### src/rtl/uart_frame_rx_if.sv
// Signal bundle between the UART frame receiver and the consumer of its frames.
// The slave side is the receiver; the master side drives the line and the acknowledge.
`timescale 1ns/1ps
interface uart_frame_rx_if #(
  parameter int DATA_W = 320
);
  logic              rx;
  logic              recv_ack;
  logic              recv;
  logic [DATA_W-1:0] data;
  logic [3:0]        sta;
  logic              frame_err;
  logic              overrun;

  modport master (
    output rx, recv_ack,
    input  recv, data, sta, frame_err, overrun
  );

  modport slave (
    input  rx, recv_ack,
    output recv, data, sta, frame_err, overrun
  );
endinterface

### src/rtl/uart_frame_rx.sv
// 8N1 UART receiver that assembles FRAME_BYTES bytes into one wide word.
// A complete frame is published on data with a level recv flag held until acknowledged.
// Partial frames are dropped on a bad stop bit, on a long idle gap, or by reset.
`timescale 1ns/1ps
module uart_frame_rx #(
  parameter int CLKS_PER_BIT = 434,
  parameter int FRAME_BYTES  = 40,
  parameter int TIMEOUT_BITS = 20
) (
  input  logic           clk,
  input  logic           rst,
  uart_frame_rx_if.slave bus
);

  localparam int DATA_W   = 8 * FRAME_BYTES;
  localparam int BIT_W    = $clog2(CLKS_PER_BIT + 1);
  localparam int TO_LIMIT = TIMEOUT_BITS * CLKS_PER_BIT;
  localparam int TO_W     = $clog2(TO_LIMIT + 1);
  localparam int BYTE_W   = $clog2(FRAME_BYTES + 1);

  // Down-counter reload values: the sample happens when the counter reaches zero.
  localparam logic [BIT_W-1:0]  HALF_LOAD = BIT_W'(CLKS_PER_BIT / 2 - 1);
  localparam logic [BIT_W-1:0]  FULL_LOAD = BIT_W'(CLKS_PER_BIT - 1);
  localparam logic [TO_W-1:0]   TO_LAST   = TO_W'(TO_LIMIT - 1);
  localparam logic [BYTE_W-1:0] LAST_BYTE = BYTE_W'(FRAME_BYTES - 1);

  typedef enum logic [1:0] {
    IDLE  = 2'd0,
    START = 2'd1,
    DATA  = 2'd2,
    STOP  = 2'd3
  } state_t;

  state_t              state_q, state_d;
  logic                rx_meta, rxs;
  logic [BIT_W-1:0]    bit_cnt;
  logic [2:0]          bit_idx;
  logic [7:0]          shreg;
  logic [BYTE_W-1:0]   byte_cnt;
  logic [TO_W-1:0]     to_cnt;
  logic [DATA_W-1:0]   asm_q;
  logic [DATA_W-1:0]   data_q;
  logic                frame_done;
  logic                recv_q;
  logic                frame_err_q;
  logic                overrun_q;
  logic                tick;
  logic                byte_ok;
  logic                byte_bad;
  logic                idle_wait;
  logic                timeout_hit;

  assign tick        = (bit_cnt == '0);
  assign idle_wait   = (state_q == IDLE) && rxs && (byte_cnt != '0);
  assign timeout_hit = idle_wait && (to_cnt == TO_LAST);

  // Two-flop synchronizer; the line idles high so reset to 1 avoids a false start.
  always_ff @(posedge clk or negedge rst) begin
    if (!rst) begin
      rx_meta <= 1'b1;
      rxs     <= 1'b1;
    end else begin
      // NOTE: non-blocking assignments make rxs take the old rx_meta, forming two real flops.
      rx_meta <= bus.rx;
      rxs     <= rx_meta;
    end
  end

  // Bit-FSM state register.
  always_ff @(posedge clk or negedge rst) begin
    if (!rst) state_q <= IDLE;
    else      state_q <= state_d;
  end

  // Next-state and byte accept/reject strobes.
  always_comb begin
    // NOTE: every output gets a default first so no path leaves a value held (no latch).
    state_d  = state_q;
    byte_ok  = 1'b0;
    byte_bad = 1'b0;
    case (state_q)
      IDLE:  if (!rxs) state_d = START;
      START: if (tick) state_d = rxs ? IDLE : DATA;
      DATA:  if (tick && (bit_idx == 3'd7)) state_d = STOP;
      STOP: begin
        if (tick) begin
          state_d  = IDLE;
          byte_ok  = rxs;
          byte_bad = !rxs;
        end
      end
      default: state_d = IDLE;
    endcase
  end

  // Bit timing and LSB-first shift register.
  always_ff @(posedge clk or negedge rst) begin
    if (!rst) begin
      bit_cnt <= '0;
      bit_idx <= '0;
      shreg   <= '0;
    end else begin
      case (state_q)
        IDLE: begin
          bit_cnt <= HALF_LOAD;
          bit_idx <= '0;
        end
        START: begin
          bit_cnt <= tick ? FULL_LOAD : bit_cnt - 1'b1;
          bit_idx <= '0;
        end
        DATA: begin
          if (tick) begin
            bit_cnt <= FULL_LOAD;
            shreg   <= {rxs, shreg[7:1]};
            bit_idx <= bit_idx + 1'b1;
          end else begin
            bit_cnt <= bit_cnt - 1'b1;
          end
        end
        default: bit_cnt <= tick ? HALF_LOAD : bit_cnt - 1'b1;
      endcase
    end
  end

  // Frame assembly, byte count, idle timeout and frame-error pulse.
  always_ff @(posedge clk or negedge rst) begin
    if (!rst) begin
      // NOTE: the wide assembly register is reset too, so no partial frame survives reset.
      asm_q       <= '0;
      byte_cnt    <= '0;
      to_cnt      <= '0;
      frame_done  <= 1'b0;
      frame_err_q <= 1'b0;
    end else begin
      frame_done  <= 1'b0;
      frame_err_q <= 1'b0;
      if (byte_ok) begin
        asm_q <= DATA_W'({asm_q, shreg});
        if (byte_cnt == LAST_BYTE) begin
          byte_cnt   <= '0;
          frame_done <= 1'b1;
        end else begin
          byte_cnt <= byte_cnt + 1'b1;
        end
      end else if (byte_bad) begin
        frame_err_q <= 1'b1;
        byte_cnt    <= '0;
      end else if (timeout_hit) begin
        byte_cnt <= '0;
      end

      if (idle_wait && !timeout_hit) to_cnt <= to_cnt + 1'b1;
      else                           to_cnt <= '0;
    end
  end

  // Frame hand-off: publish on recv rise, or flag overrun if the consumer is still busy.
  always_ff @(posedge clk or negedge rst) begin
    if (!rst) begin
      data_q    <= '0;
      recv_q    <= 1'b0;
      overrun_q <= 1'b0;
    end else begin
      overrun_q <= 1'b0;
      if (frame_done) begin
        if (!recv_q || bus.recv_ack) begin
          data_q <= asm_q;
          recv_q <= 1'b1;
        end else begin
          overrun_q <= 1'b1;
        end
      end else if (bus.recv_ack) begin
        recv_q <= 1'b0;
      end
    end
  end

  assign bus.recv      = recv_q;
  assign bus.data      = data_q;
  assign bus.sta       = {2'b00, state_q};
  assign bus.frame_err = frame_err_q;
  assign bus.overrun   = overrun_q;

endmodule

### src/flat_wrapper.sv
// flat-port wrapper written by rule: the top's interface ports become plain ports
module uart_frame_rx_flat 
#(
  parameter int CLKS_PER_BIT = 434,
  parameter int FRAME_BYTES  = 40,
  parameter int TIMEOUT_BITS = 20
)
  (clk, rst, bus_rx, bus_recv_ack, bus_recv, bus_data, bus_sta, bus_frame_err, bus_overrun);
  uart_frame_rx_if #(.DATA_W((8 * (40)))) bus_i ();
  input  logic clk;
  input  logic rst;
  input wire logic [$bits(bus_i.rx)-1:0] bus_rx;
  input wire logic [$bits(bus_i.recv_ack)-1:0] bus_recv_ack;
  output wire logic [$bits(bus_i.recv)-1:0] bus_recv;
  output wire logic [$bits(bus_i.data)-1:0] bus_data;
  output wire logic [$bits(bus_i.sta)-1:0] bus_sta;
  output wire logic [$bits(bus_i.frame_err)-1:0] bus_frame_err;
  output wire logic [$bits(bus_i.overrun)-1:0] bus_overrun;
  assign bus_i.rx = bus_rx;
  assign bus_i.recv_ack = bus_recv_ack;
  assign bus_recv = bus_i.recv;
  assign bus_data = bus_i.data;
  assign bus_sta = bus_i.sta;
  assign bus_frame_err = bus_i.frame_err;
  assign bus_overrun = bus_i.overrun;
  uart_frame_rx #(.CLKS_PER_BIT(CLKS_PER_BIT), .FRAME_BYTES(FRAME_BYTES), .TIMEOUT_BITS(TIMEOUT_BITS)) u_core (.clk(clk), .rst(rst), .bus(bus_i));
endmodule
### config.mk
export PLATFORM = sky130hd
export DESIGN_NAME = uart_frame_rx_flat
export DESIGN_NICKNAME = d
export VERILOG_FILES = /design/src/rtl/uart_frame_rx_if.sv /design/src/rtl/uart_frame_rx.sv /design/src/flat_wrapper.sv
export SDC_FILE = /design/constraint.sdc
export NUM_CORES = 1
export LEC_CHECK = 0
export ABC_AREA = 1
export CORE_MARGIN = 1
export CORE_UTILIZATION = 44
export CTS_CLUSTER_DIAMETER = 40
export DETAILED_ROUTE_END_ITERATION = 10
export PLACE_DENSITY = 0.65
export SETUP_SLACK_MARGIN = 0.02
export SYNTH_ARGS = -nofsm -noshare
export SYNTH_HDL_FRONTEND = slang
export SYNTH_SLANG_ARGS = --single-unit
### constraint.sdc
create_clock -name clk -period 3.55 [get_ports clk]
set_input_delay 0.355 -clock clk [delete_from_list [all_inputs] [get_ports clk]]
set_output_delay 0.355 -clock clk [all_outputs]
set_load 0.05 [all_outputs]
Word-level counts from Yosys, hierarchy flattened
Cells that the tools add are included.
{"block": "totals", "wordCells": 81, "regBits": 688, "input_bits": 4}
{"block": "classes", "add_sub_neg": 4, "n_eq_ne": 12, "n_mux": 29, "n_reduce_logical": 22}
{"op": "$mux W6", "n": 4}
{"op": "$mux W9", "n": 2}
{"op": "$pmux W9 S2", "n": 1}
{"op": "$add A14 B1 Y14 const B", "n": 1}
{"op": "$eq A14 B14 Y1 const B", "n": 1}
{"op": "$mux W14", "n": 1}
{"op": "$mux W1", "n": 13}
{"op": "$mux W2", "n": 5}
{"op": "$logic_not A9 Y1", "n": 1}
{"op": "$sub A9 B1 Y9 const B", "n": 1}
{"op": "$ne A2 B1 Y1 const B", "n": 4}
{"op": "$pmux W2 S4", "n": 1}
{"op": "$reduce_and A2 Y1", "n": 4}
{"op": "$add A6 B1 Y6 const B", "n": 1}
{"op": "$eq A6 B6 Y1 const B", "n": 1}
{"op": "$pmux W3 S2", "n": 1}
{"op": "$reduce_bool A6 Y1", "n": 1}
{"op": "$logic_and A1 B1 Y1", "n": 5}
{"op": "$eq A2 B2 Y1 const B", "n": 2}
{"op": "$ne A2 B2 Y1 const B", "n": 2}
{"op": "$reduce_and A4 Y1", "n": 1}
{"op": "$reduce_bool A2 Y1", "n": 2}
{"op": "$reduce_or A2 Y1", "n": 2}
{"op": "$add A3 B1 Y3 const B", "n": 1}
{"op": "other kinds (7)", "n": 9}

Logic depth before layout (Yosys ltp)
{"block": "logic_depth", "depth_word": 7, "depth_mapped": 11, "depth_no_buf": 10}

Worst setup path before layout
No wires, ideal clock.
{"block": "synth_timing", "path_type": "reg2reg", "startpoint": "reg u_core.state_q[0]", "endpoint": "reg u_core.to_cnt[10]", "path_buffers": 1, "t_required_ps": 3429, "setup_slack_ps": 1703, "arrival_time_ps": 1725, "path_stages_with_launch": 8, "setup_ps": 121, "cell_sequence": "dfrtp_1 -> inv_1 -> ha_1 -> nand3_1 -> inv_1 -> o21ai_0 -> buf_2 -> nor2_1"}
{"block": "synth_via", "elab_chain_cells": 7}
{"element": "from (decl)", "line_no": "uart_frame_rx.sv:34", "source": "state_t state_q, state_d;"}
{"element": "from (signal assigned)", "line_no": "uart_frame_rx.sv:72", "source": "else state_q <= state_d;"}
{"element": "$logic_not A2 Y1 (*)", "line_no": "uart_frame_rx.sv:54", "source": "assign idle_wait = (state_q == IDLE) && rxs && (byte_cnt != '0);"}
{"element": "$logic_and A1 B1 Y1 (*) (2 in series)", "line_no": "uart_frame_rx.sv:54"}
{"element": "$logic_and A1 B1 Y1", "line_no": "uart_frame_rx.sv:55", "source": "assign timeout_hit = idle_wait && (to_cnt == TO_LAST);"}
{"element": "$logic_not A1 Y1", "line_no": "uart_frame_rx.sv:153", "source": "if (idle_wait && !timeout_hit) to_cnt <= to_cnt + 1'b1;"}
{"element": "$logic_and A1 B1 Y1 (*)", "line_no": "uart_frame_rx.sv:153"}
{"element": "$mux W14 (*)", "line_no": "uart_frame_rx.sv:153"}
{"element": "to (signal assigned)", "line_no": "uart_frame_rx.sv:153"}
{"element": "to (decl)", "line_no": "uart_frame_rx.sv:40", "source": "logic [TO_W-1:0] to_cnt;"}
Mark *: on every way between the ends. The rest lies on a longest branch, timed or not.
A chain may end at the register's enable or synchronous reset.

Final worst setup path
{"block": "layout_timing", "startpoint": "reg u_core.bit_cnt[0]", "endpoint": "reg u_core.asm_q[266]"}
{"block": "layout_via", "elab_chain_cells": 3}
{"element": "from (decl)", "line_no": "uart_frame_rx.sv:36", "source": "logic [BIT_W-1:0] bit_cnt;"}
{"element": "from (signal assigned)", "line_no": "uart_frame_rx.sv:109", "source": "bit_cnt <= tick ? FULL_LOAD : bit_cnt - 1'b1;"}
{"element": "from (signal assigned)", "line_no": "uart_frame_rx.sv:118", "source": "bit_cnt <= bit_cnt - 1'b1;"}
{"element": "from (signal assigned)", "line_no": "uart_frame_rx.sv:121", "source": "default: bit_cnt <= tick ? HALF_LOAD : bit_cnt - 1'b1;"}
{"element": "$logic_not A9 Y1", "line_no": "uart_frame_rx.sv:53", "source": "assign tick = (bit_cnt == '0);"}
{"element": "$mux W1", "line_no": "uart_frame_rx.sv:86", "source": "if (tick) begin"}
{"element": "$mux W1", "line_no": "uart_frame_rx.sv:81", "source": "case (state_q)"}
{"element": "to (signal assigned)", "line_no": "uart_frame_rx.sv:139", "source": "asm_q <= DATA_W'({asm_q, shreg});"}
{"element": "to (decl)", "line_no": "uart_frame_rx.sv:41", "source": "logic [DATA_W-1:0] asm_q;"}
No other way between the ends.

==> flow_metrics.py <==
metrics = {
    "clocking": {
        "cts_max_level": 3,
        "clk_latency_ns": 0.63,
        "postCtsSetupRepairBufs": 0,
        "cts-root-buf": "clkbuf_16",
        "cts.clk_slew.worst_paths_ns": 0.06,
        "tritoncts": "yes",
        "cts_sinks": 688,
        "cts_buffers": 99,
        "cts_buffer_depth": 3,
        "cts.repair.resized": 0,
        "hold_buffers": 1,
    },
    "floorplan": {
        "boundaryPins": 331,
        "die_w_um": 249,
        "rows": 90,
        "start_util": 0.445,
        "core_mm2": 0.0604,
        "dieArea_mm2": 0.0620,
        "die_h_um": 249,
    },
    "placed_design": {
        "hpwl_um": 40200,
        "place_inst": 3664,
        "place.gp.congestion": 0.814,
        "io_buffers": 328,
        "dp_slack_ns": 1.19,
    },
    "logic_synthesis": {
        "synth_top_area_frac": 0.639,
        "synth_area_mm2": 0.0269,
        "synth-main-ff-cell": "dfrtp_1",
        "synthDistinctLibCells": 33,
        "synth_seq_cells": 688,
        "async_reset_ff_frac": 1.00,
        "synth_cells": 2655,
        "yosys_warnings": 0,
        "synth.yosys.seq_area_share": 0.641,
        "synth-edff-count": 0,
        "avgSynthCellArea_um2": 10.1,
        "synth_area_leader_cell": "dfrtp_1",
        "synth_area_leaders": "dfrtp_1, nand2_1, o21ai_0",
    },
    "global_routing": {
        "track_usage": 0.197,
        "antenna_found_initial": 0,
        "grt_pass1_vias": 18800,
        "grt_overflow": 0,
        "grt_max_degree": 119,
        "grt_pass1_wl_um": 99000,
    },
    "critical_path": {
        "r2r_start": "u_core.bit_cnt[0]$_DFF_PN0_",
        "cp_top_family": "simple AND/OR/NAND/NOR gates",
        "path_class": "flop to flop",
        "crit_buf_inv": 3,
        "worst_setup_path_end_kind": "flop",
        "crit_required_ns": 4.04,
        "crit_fanout": 115,
        "reg2reg_slack_ns": 1.16,
        "worst_path_max_delay_cell": "buf_12",
        "worstSetupStartpointType": "flop",
        "slowest_delay_ns": 0.40,
        "ff2ff_path_depth": 10,
        "cp.arrival_ns": 2.88,
        "worstPathCellList": "inv_1 -> ha_1 -> nand2_2 -> nor2_4 -> nand2_4 -> clkinv_2 -> nand3_4 -> buf_12 -> nand2_1 -> o21ai_1",
        "r2r-end": "u_core.asm_q[266]$_DFFE_PN0P_",
    },
    "worst_hold_path": {
        "min_from": "bus_rx",
        "hold_path_class": "input port to flop",
        "hold_depth": 1,
        "holdPathEnd": "u_core.rx_meta$_DFF_PN1_",
    },
    "power_and_ir_drop": {
        "ir_drop_uv": 362,
        "pwr_density_cell_mw_per_mm2": 537,
        "leakage_nw": 14.7,
        "internal-power_mw": 14.5,
        "clkPwrFrac": 0.562,
        "combPwrFrac": 0.010,
        "pwr-share-seq": 0.428,
        "sw_frac_of_total": 0.212,
        "total_power_mw": 18.4,
        "p_sw_mw": 3.89,
    },
    "layout": {
        "layout_commonest_cell": "nand2_1",
        "final_cell_mix": "nand2_1, dfrtp_1, inv_1, o21ai_0, clkdlybuf4s50_1",
        "final_nets": 3000,
        "final_cell_count_no_fill": 3850,
        "diodes": 0,
        "drive_above_1_share": 0.126,
        "fin_util": 0.566,
        "fillCellCount": 5161,
        "areaGrowthSynthToFinish_pct": 27.3,
    },
    "timing": {
        "fin_skew_ns": 0.0237,
        "maxSlewHeadroom": 0.294,
        "setup_viol": 0,
        "tightest_slew_ns": 1.06,
        "fin_tns_setup_ns": 0,
        "finalCritPeriodShare": 0.674,
        "final-hold-violation-count": 0,
        "rsz0062_at_grt": "false",
        "fin_ws_ns": 1.16,
        "fmax_mhz": 418,
        "period_needed_ns": 2.39,
        "report.final.slew_viol_count": 0,
    },
    "drt": {
        "ant_nets": 0,
        "drc": 0,
        "via_per_inst": 4.81,
        "wl_um": 60100,
        "wire_per_inst_um": 15.6,
        "first_pass_iters": 5,
        "num_vias": 18500,
        "drt_iter0_drc": 1233,
    },
    "job": {
        "maxCapViolations": 0,
    },
    "outcome": {
        "outcome": "complete, no violations",
    },
}
## worst max-delay path by stage
stage | to | slack, ns | depth (start not counted) | start
2_1_floorplan | u_core.to_cnt[10]$_DFF_PN0_ | 1.70 | 7 | u_core.state_q[0]$_DFFE_PN0P_
3_3_place_gp | u_core.bus.data[110]$_DFFE_PN0P_ | 1.23 | 7 | bus_recv_ack
3_5_place_dp | u_core.bus.data[102]$_DFFE_PN0P_ | 1.19 | 8 | bus_recv_ack
4_1_cts | bus_sta[0] | 1.15 | 1 | u_core.state_q[0]$_DFFE_PN0P_
5_1_grt | u_core.asm_q[156]$_DFFE_PN0P_ | 1.00 | 10 | u_core.bit_cnt[0]$_DFF_PN0_
6_report | u_core.asm_q[266]$_DFFE_PN0P_ | 1.16 | 10 | u_core.bit_cnt[0]$_DFF_PN0_
## layer usage
layer,wire (um),global-route usage
met5,0,0
met2,30300,0.332
met1,26200,0.258
met4,1270,0.0637
met3,2360,0.0351
## metrics by stage
stage	cell area, um2	hold slack (ns)
final	34200	0.150
after global routing	34200	0.119
after CTS	34200	0.107
after detailed placement	30600	0.354
after global placement	30600	0.346
after floorplan	26900	0.0594
## power groups by stage
stage | clock (mW) | sequential, mW | combinational, mW
final | 10.3 | 7.85 | 0.183
after floorplan | 0 | 7.99 | 0.00738
after CTS | 10.5 | 7.85 | 0.196
after global placement | 0 | 7.99 | 0.191
after global routing | 10.9 | 7.85 | 0.217
after detailed placement | 0 | 7.99 | 0.195
## worst reg2reg max path: cells and delay by family, from the launching register on
kind	cells	cell delay (ns)
compound gates	1	0.09
fa+ha+maj	1	0.24
buf+inv	3	0.60
flops	1	0.37
simple gates	5	0.96
## synthesized netlist by cell type (2+ instances only)
library cell / number
ha_1: 12
o21ai_2: 143
buf_4: 2
nor3_1: 11
dfstp_2: 2
buf_6: 65
a21oi_1: 4
nand3_1: 30
nor2_1: 41
inv_1: 347
nand2_1: 693
mux2_2: 16
clkbuf_1: 62
xnor2_1: 2
o21ai_0: 334
dfrtp_1: 686
xor2_1: 6
nand4_1: 6
buf_1: 3
o21ai_1: 167
buf_2: 11
## registers in the layout (all words and copies together), names as in the netlist, 3 cells and up, named ones only
name,cells
u_core.bit_idx,3
u_core.asm_q,320
u_core.to_cnt,14
u_core.shreg,8
u_core.byte_cnt,6
u_core.bus.data,320
u_core.bit_cnt,9
## kinds of logic (layout without fill, tap and decap cells)
family	Yosys count	in the layout	synth area share
simple gates	788	788	0.114
flops	688	688	0.641
compound gates	651	651	0.142
buf+inv	491	903	0.0877
mux	16	16	0.00671
fa+ha+maj	12	12	0.00559
xor+xnor	8	8	0.00261
other cells	1	2	0.000140
## layout make-up
type                       instances  area [um2]  area share
timing repair buffer             370        3810       0.111
clock buffer                     124        2750      0.0806
tap                              782         978      0.0286
multi-input combinational       1477        7290       0.213
clock inverter                    61         818      0.0239
inverter                         348        1310      0.0383
sequential                       688       17200       0.504
Power figures use the tool's default switching activity.
